--- src/rtl/mem_stream_fifo.sv ---
// Ready/valid stream FIFO between TCDM request/response streams and the bank arbiters.
// Reports fill level and programmable almost-full/almost-empty flags; optional fall-through bypass.
module mem_stream_fifo #(
    parameter int unsigned DATA_WIDTH   = 32,
    parameter int unsigned FIFO_DEPTH   = 8,
    parameter bit          FALL_THROUGH = 1'b0,
    parameter int unsigned PTR_W        = $clog2(FIFO_DEPTH)
) (
    input  logic                  clk_i,
    input  logic                  rst_ni,
    input  logic                  clear_i,
    input  logic                  push_valid_i,
    input  logic [DATA_WIDTH-1:0] push_data_i,
    output logic                  push_ready_o,
    output logic                  pop_valid_o,
    output logic [DATA_WIDTH-1:0] pop_data_o,
    input  logic                  pop_ready_i,
    input  logic [PTR_W:0]        almost_full_thr_i,
    input  logic [PTR_W:0]        almost_empty_thr_i,
    output logic [PTR_W:0]        level_o,
    output logic                  empty_o,
    output logic                  full_o,
    output logic                  almost_full_o,
    output logic                  almost_empty_o,
    output logic [PTR_W-1:0]      push_ptr_o,
    output logic [PTR_W-1:0]      pop_ptr_o
);

    localparam logic [PTR_W:0] DEPTH_LVL = (PTR_W + 1)'(FIFO_DEPTH);

    logic [DATA_WIDTH-1:0] mem_q [FIFO_DEPTH];
    logic [PTR_W-1:0]      push_ptr_q;
    logic [PTR_W-1:0]      pop_ptr_q;
    logic [PTR_W:0]        level_q;
    logic                  empty;
    logic                  full;
    logic                  push_fire;
    logic                  pop_fire;
    logic                  bypass;

    assign empty = (level_q == '0);
    assign full  = (level_q == DEPTH_LVL);

    // Ready depends on registered level only, so a pop never opens a slot in the same cycle.
    assign push_ready_o = !full;

    always_comb begin
        pop_valid_o = !empty;
        pop_data_o  = mem_q[pop_ptr_q];
        if (FALL_THROUGH && empty) begin
            pop_valid_o = push_valid_i;
            pop_data_o  = push_data_i;
        end
    end

    assign push_fire = push_valid_i && push_ready_o;
    assign pop_fire  = pop_valid_o && pop_ready_i;
    // A word that falls straight through never needs to occupy storage.
    assign bypass    = FALL_THROUGH && empty && push_fire && pop_fire;

    always_ff @(posedge clk_i) begin
        if (push_fire && !bypass && !clear_i) begin
            mem_q[push_ptr_q] <= push_data_i;
        end
    end

    always_ff @(posedge clk_i or negedge rst_ni) begin
        if (!rst_ni) begin
            push_ptr_q <= '0;
            pop_ptr_q  <= '0;
            level_q    <= '0;
        end else if (clear_i) begin
            push_ptr_q <= '0;
            pop_ptr_q  <= '0;
            level_q    <= '0;
        end else begin
            if (push_fire) begin
                push_ptr_q <= push_ptr_q + 1'b1;
            end
            if (pop_fire) begin
                pop_ptr_q <= pop_ptr_q + 1'b1;
            end
            if (push_fire && !pop_fire) begin
                level_q <= level_q + 1'b1;
            end else if (pop_fire && !push_fire) begin
                level_q <= level_q - 1'b1;
            end
        end
    end

    assign level_o        = level_q;
    assign empty_o        = empty;
    assign full_o         = full;
    assign almost_full_o  = (level_q >= almost_full_thr_i);
    assign almost_empty_o = (level_q <= almost_empty_thr_i);
    assign push_ptr_o     = push_ptr_q;
    assign pop_ptr_o      = pop_ptr_q;

endmodule

--- config.mk ---
export PLATFORM = sky130hd
export DESIGN_NAME = mem_stream_fifo
export DESIGN_NICKNAME = d
export VERILOG_FILES = /design/src/rtl/mem_stream_fifo.sv
export SDC_FILE = /design/constraint.sdc
export NUM_CORES = 1
export LEC_CHECK = 0
export BUFFER_PORTS_ARGS = -buffer_cell sky130_fd_sc_hd__buf_2
export CORE_MARGIN = 2
export CORE_UTILIZATION = 30
export CTS_CLUSTER_DIAMETER = 40
export DETAILED_ROUTE_END_ITERATION = 10
export PLACE_DENSITY = 0.48
export SETUP_SLACK_MARGIN = 0.4
export SLEW_MARGIN = 10
export SYNTH_ARGS = -nofsm -noshare
export SYNTH_HDL_FRONTEND = slang
export SYNTH_SLANG_ARGS = --single-unit
--- constraint.sdc ---
create_clock -name clk_i -period 5.7 [get_ports clk_i]
set_input_delay 0.285 -clock clk_i [delete_from_list [all_inputs] [get_ports clk_i]]
set_output_delay 0.285 -clock clk_i [all_outputs]
set_load 0.05 [all_outputs]
# Word-level counts from Yosys, hierarchy flattened
# Memory sizes are Yosys's and may differ from the RTL's.
# Cells that the tools add are included.
[word_totals]
reg_bits = 10
output_inout_bits = 48
n_memories = 1
wordCells = 34
mem_bits_rw = 256
input_bits = 45
[memory_table]
columns = ["memory", "words", "word_bits", "read_ports", "rd_ports_with_merged_regs", "wr", "line_no", "rtl"]
rows = [
  ["mem_q", 8, 32, 1, 0, 1, "31", "logic [DATA_WIDTH-1:0] mem_q [FIFO_DEPTH];"],
]
[op_classes]
n_reduce_logical = 14
order_cmp = 2
mux = 9
n_addsub = 4
n_eq_ne = 1
[ops]
columns = ["cell", "n"]
rows = [
  ["3-bit 2-to-1 mux", 4],
  ["4-bit 2-to-1 mux", 3],
  ["3-bit by 1-bit adder with 3-bit output, second input constant", 2],
  ["1-bit logical AND", 5],
  ["1-bit zero test", 5],
  ["4-bit by 1-bit adder with 4-bit output, second input constant", 1],
  ["4-bit equality test, second input constant", 1],
  ["4-bit >= comparator", 1],
  ["4-bit <= comparator", 1],
  ["4-bit zero test", 1],
  ["2-bit nonzero test", 2],
  ["4-bit by 1-bit subtractor with 4-bit output, second input constant", 1],
  ["3-bit nonzero test", 1],
  ["1-bit 2-to-1 mux", 2],
]

# Depth between registers and ports, before layout
[logic_depth]
ltp_word = 8
mapped_depth = 8

# Worst setup path after synthesis
# OpenSTA, ideal clock, no wires.
[synth_path]
kind = "reg-to-reg"
from = "register level_q[1] (netlist: level_o[1])"
to = "memory mem_q[1][0], enable pin"
arrival_time_ns = 3.694
required_time_ns = 5.239
stages_incl_launch_ff = 5
setup_ns = 0.461
path_slack_ns = 1.545
path_cell_list = "dfrtp_1 -> or4b_1 -> buf_2 -> nand4b_1 -> nor3_1"
[synth_between]
elab_chain_cells = 6
[synth_lines]
columns = ["item", "line_no", "rtl"]
rows = [
  ["from (decl)", "34", "logic [PTR_W:0] level_q;"],
  ["from (signal assigned)", "84", "level_q <= level_q + 1'b1;"],
  ["from (signal assigned)", "86", "level_q <= level_q - 1'b1;"],
  ["4-bit equality test", "42", "assign full = (level_q == DEPTH_LVL);"],
  ["1-bit zero test", "45", "assign push_ready_o = !full;"],
  ["named net push_ready_o", "14", "output logic push_ready_o,"],
  ["1-bit logical AND", "56", "assign push_fire = push_valid_i && push_ready_o;"],
  ["1-bit logical AND", "62", "if (push_fire && !bypass && !clear_i) begin"],
  ["1-bit 2-to-1 mux", "62", ""],
  ["1-bit 2-to-1 mux (not written as such)", "63", "mem_q[push_ptr_q] <= push_data_i;"],
  ["to (decl)", "31", ""],
]
# The timed path passes the listed nets, and every way through them passes these cells.

# Worst setup path after layout
[layout_path]
from = "register pop_ptr_q[0] (netlist: pop_ptr_o[0])"
to = "output pop_data_o[24]"
[layout_between]
elab_chain_cells = 1
[layout_lines]
columns = ["item", "line_no", "rtl"]
rows = [
  ["from (decl)", "33", "logic [PTR_W-1:0] pop_ptr_q;"],
  ["from (signal assigned)", "81", "pop_ptr_q <= pop_ptr_q + 1'b1;"],
  ["memory read 8 x 32 bit", "n/a", ""],
  ["to (decl)", "16", "output logic [DATA_WIDTH-1:0] pop_data_o,"],
]
# Every way passes these cells.

==> results.json <==
{
  "dieArea_sq_um": 36600,
  "rr_worst_depth": 7,
  "synth_seq_cells": 266,
  "crit_required_ns": 5.41,
  "overflow": 0,
  "p_sw_uw": 1930,
  "rsz0062_at_grt": "false",
  "min_path_type": "input port to register",
  "cts_tree": "yes",
  "post-route-min-period_ns": 3.50,
  "crit_chain": "buf_4 > mux4_2 > mux2_2 > buf_2",
  "start_util_pct": 30.5,
  "num_vias": 5065,
  "cp.arrival_ns": 3.21,
  "finClkSkew_ns": 0.0141,
  "grt_pass1_vias": 5536,
  "fmax_mhz": 286,
  "whs_path_depth": 1,
  "dp_hpwl_um": 12900,
  "routedWlPerCell_um": 21.0,
  "p_total_uw": 6410,
  "leakage_uw": 0.00437,
  "die_w_um": 191,
  "gr-usage-all-layers_pct": 12.9,
  "cap_viol_max_count": 0,
  "cpMaxStageDelayCell": "dfrtp_4",
  "hold_viol": 0,
  "root_buffer": "clkbuf_16",
  "start_kind": "register",
  "crit_path_end_kind": "primary output",
  "grt_max_degree": 68,
  "core-area_sq_um": 34500,
  "synth_nets": 534,
  "yosysUniqueCellTypes": 41,
  "power.density_nw_per_um2": 493,
  "timing.final.crit_share_pct": 61.4,
  "place_area_sq_um": 11600,
  "final_nets": 657,
  "yosys_warnings": 0,
  "p_int_uw": 4480,
  "antenna_found_initial": 2,
  "netSwitchingFraction_pct": 30.2,
  "dr.first_iter.drc_count": 357,
  "setup-tns-final_ns": 0,
  "hold_end": "mem_q[1][13]",
  "clock_power_share_pct": 39.5,
  "worstSkewPairLatency_ns": 0.52,
  "reg2reg_setup_slack_ns": 2.91,
  "slew_headroom_pct": 30.8,
  "cts-buffers-inserted": 40,
  "synth_area_per_cell_sq_um": 22.1,
  "path_max_fanout": 48,
  "clockBufferDepth": 3,
  "clkTransAtPathRegs_ns": 0.06,
  "ir_drop_mv": 0.377,
  "cts_sinks": 266,
  "area_delta_synth_final_pct": 23.4,
  "min-delay-start": "push_data_i[13]",
  "ant_nets": 0,
  "worstMarginPinSlew_ns": 1.04,
  "rows": 68,
  "viasPerCell": 4.66,
  "layout-drive-gt1-share_pct": 42.9,
  "slowest_delay_ns": 1.08,
  "globalplace.congestion": 0.706,
  "netlist_instances": 476,
  "die_height_um": 191,
  "grt_pass1_wl_um": 34700,
  "synthesis.area_sq_um": 10500,
  "final_area_sq_um": 13000,
  "ios": 93,
  "cts_max_level": 2,
  "utilization_pct": 37.6,
  "crit-reg2reg-launch": "level_o[1]",
  "seqPwrFrac_pct": 37.6,
  "drc": 0,
  "regToRegEndpoint": "level_o[3]",
  "cts_resized": 0,
  "p_comb_share_pct": 22.9,
  "path_class": "register to primary output",
  "final-setup-viol-count": 0,
  "drt_first_pass_iters": 4,
  "slew_violations": 0,
  "status": "completed",
  "port_buffers": 92,
  "drt-total-wl_um": 22900,
  "ys_seq_area_share_pct": 75.3
}
how the worst max path moves through the flow:
stage | start | endpoint | slack (ns) | cells past startpoint
2_1_floorplan | level_o[1] | mem_q[1][0] | 1.55 | 4
3_5_place_dp | pop_ptr_o[0] | pop_data_o[24] | 2.60 | 4
5_1_grt | pop_ptr_o[0] | pop_data_o[24] | 1.93 | 4
4_1_cts | pop_ptr_o[0] | pop_data_o[24] | 2.06 | 4
3_3_place_gp | pop_ptr_o[0] | pop_data_o[24] | 2.65 | 4
6_report | pop_ptr_o[0] | pop_data_o[24] | 2.20 | 4
state kept, by name, indices dropped and copies added, names as in the netlist:
signal / count
level_o: 4
mem_q: 256
push_ptr_o: 3
pop_ptr_o: 3
synth_stat cells (all sizes together):
master	n	area share (%)
edfxtp	256	73
mux4	64	14
mux2	32	3.4
buf	14	0.99
nor2	14	0.50
inv	13	0.46
ha	12	1.4
dfrtp	10	2.4
clkbuf	9	0.32
nand2	5	0.18
nand3	5	0.24
a21o	4	0.29
xor2	4	0.33
nand2b	3	0.18
nor3	3	0.19
a211oi	2	0.19
a21oi	2	0.095
mux2i	2	0.19
nand4	2	0.12
o211ai	2	0.14
o21a	2	0.14
o21ai	2	0.095
or4	2	0.18
xnor2	2	0.17
a2111o	1	0.11
a211o	1	0.083
a31oi	1	0.059
and2	1	0.059
fa	1	0.19
nand4b	1	0.083
nor2b	1	0.059
o311a	1	0.095
or2	1	0.059
or4b	1	0.095
worst max-delay path: cells and delay by family, from the launching register on:
| kind | cells | cell delay [ns] |
|---|---|---|
| buffers and inverters | 2 | 0.75 |
| DFF | 1 | 1.08 |
| muxes | 2 | 0.87 |
power groups by stage:
stage                     registers (uW)  clock network [uW]  logic [uW]
after floorplan                     2370                   0        1240
after global placement              2450                   0        1480
after detailed placement            2460                   0        1490
after CTS                           2420                2590        1500
after global routing                2440                2680        1570
final                               2410                2530        1470
what timing repair did:
item / in CTS / in global routing
hold buffers: 1 / 0
hold endpoints to repair: 10 / 0
setup buffers: 0 / 0
cells by family (layout without fill, tap and decap cells):
logic type,after synthesis,in the layout,synth area share [%]
adder cells (fa/ha/maj),13,13,1.62
buffers and inverters,36,191,1.77
AND/OR/NAND/NOR,39,39,1.94
flip-flops,266,266,75.3
AO/OA/AOI/OAI,18,18,1.29
multiplexers,98,98,17.5
XOR/XNOR,6,6,0.499
other,0,1,0
layer usage:
metal	track usage (%)	wire length, um
met5	0	13
met4	3.34	384
met3	2.96	1130
met2	21.7	11400
met1	16.9	9940
final cells by class:
type	count	area, sq um
diodes	1	2.50
flip-flops and latches	266	7950
multi-input cells	174	2470
repair buffers	104	553
well taps	455	569
inverters	13	48.8
fillers	3246	21500
clock inverters	27	345
clock buffers	47	1070
metrics by stage:
step	hold slack [ns]	setup slack (ns)	std cells
floorplan	-0.0106	1.55	476
global placement	0.175	2.65	1011
detailed placement	0.179	2.60	1011
CTS	0.0225	2.06	1086
global route	0.0406	1.93	1086
finish	0.0470	2.20	1087
layout by cell type, fill, tap and decap left out, types with 6 or more instances in the layout:
| cell type | n |
|---|---|
| edfxtp_1 | 256 |
| buf_2 | 92 |
| mux4_2 | 57 |
| clkbuf_16 | 42 |
| mux2_2 | 32 |
| ha_1 | 12 |
| inv_1 | 11 |
| buf_4 | 11 |
| nor2_1 | 8 |
| mux4_1 | 7 |
| bufinv_16 | 7 |
| dfrtp_1 | 7 |
| nor2_4 | 6 |
Note: power is estimated with default switching activity, not from simulation.
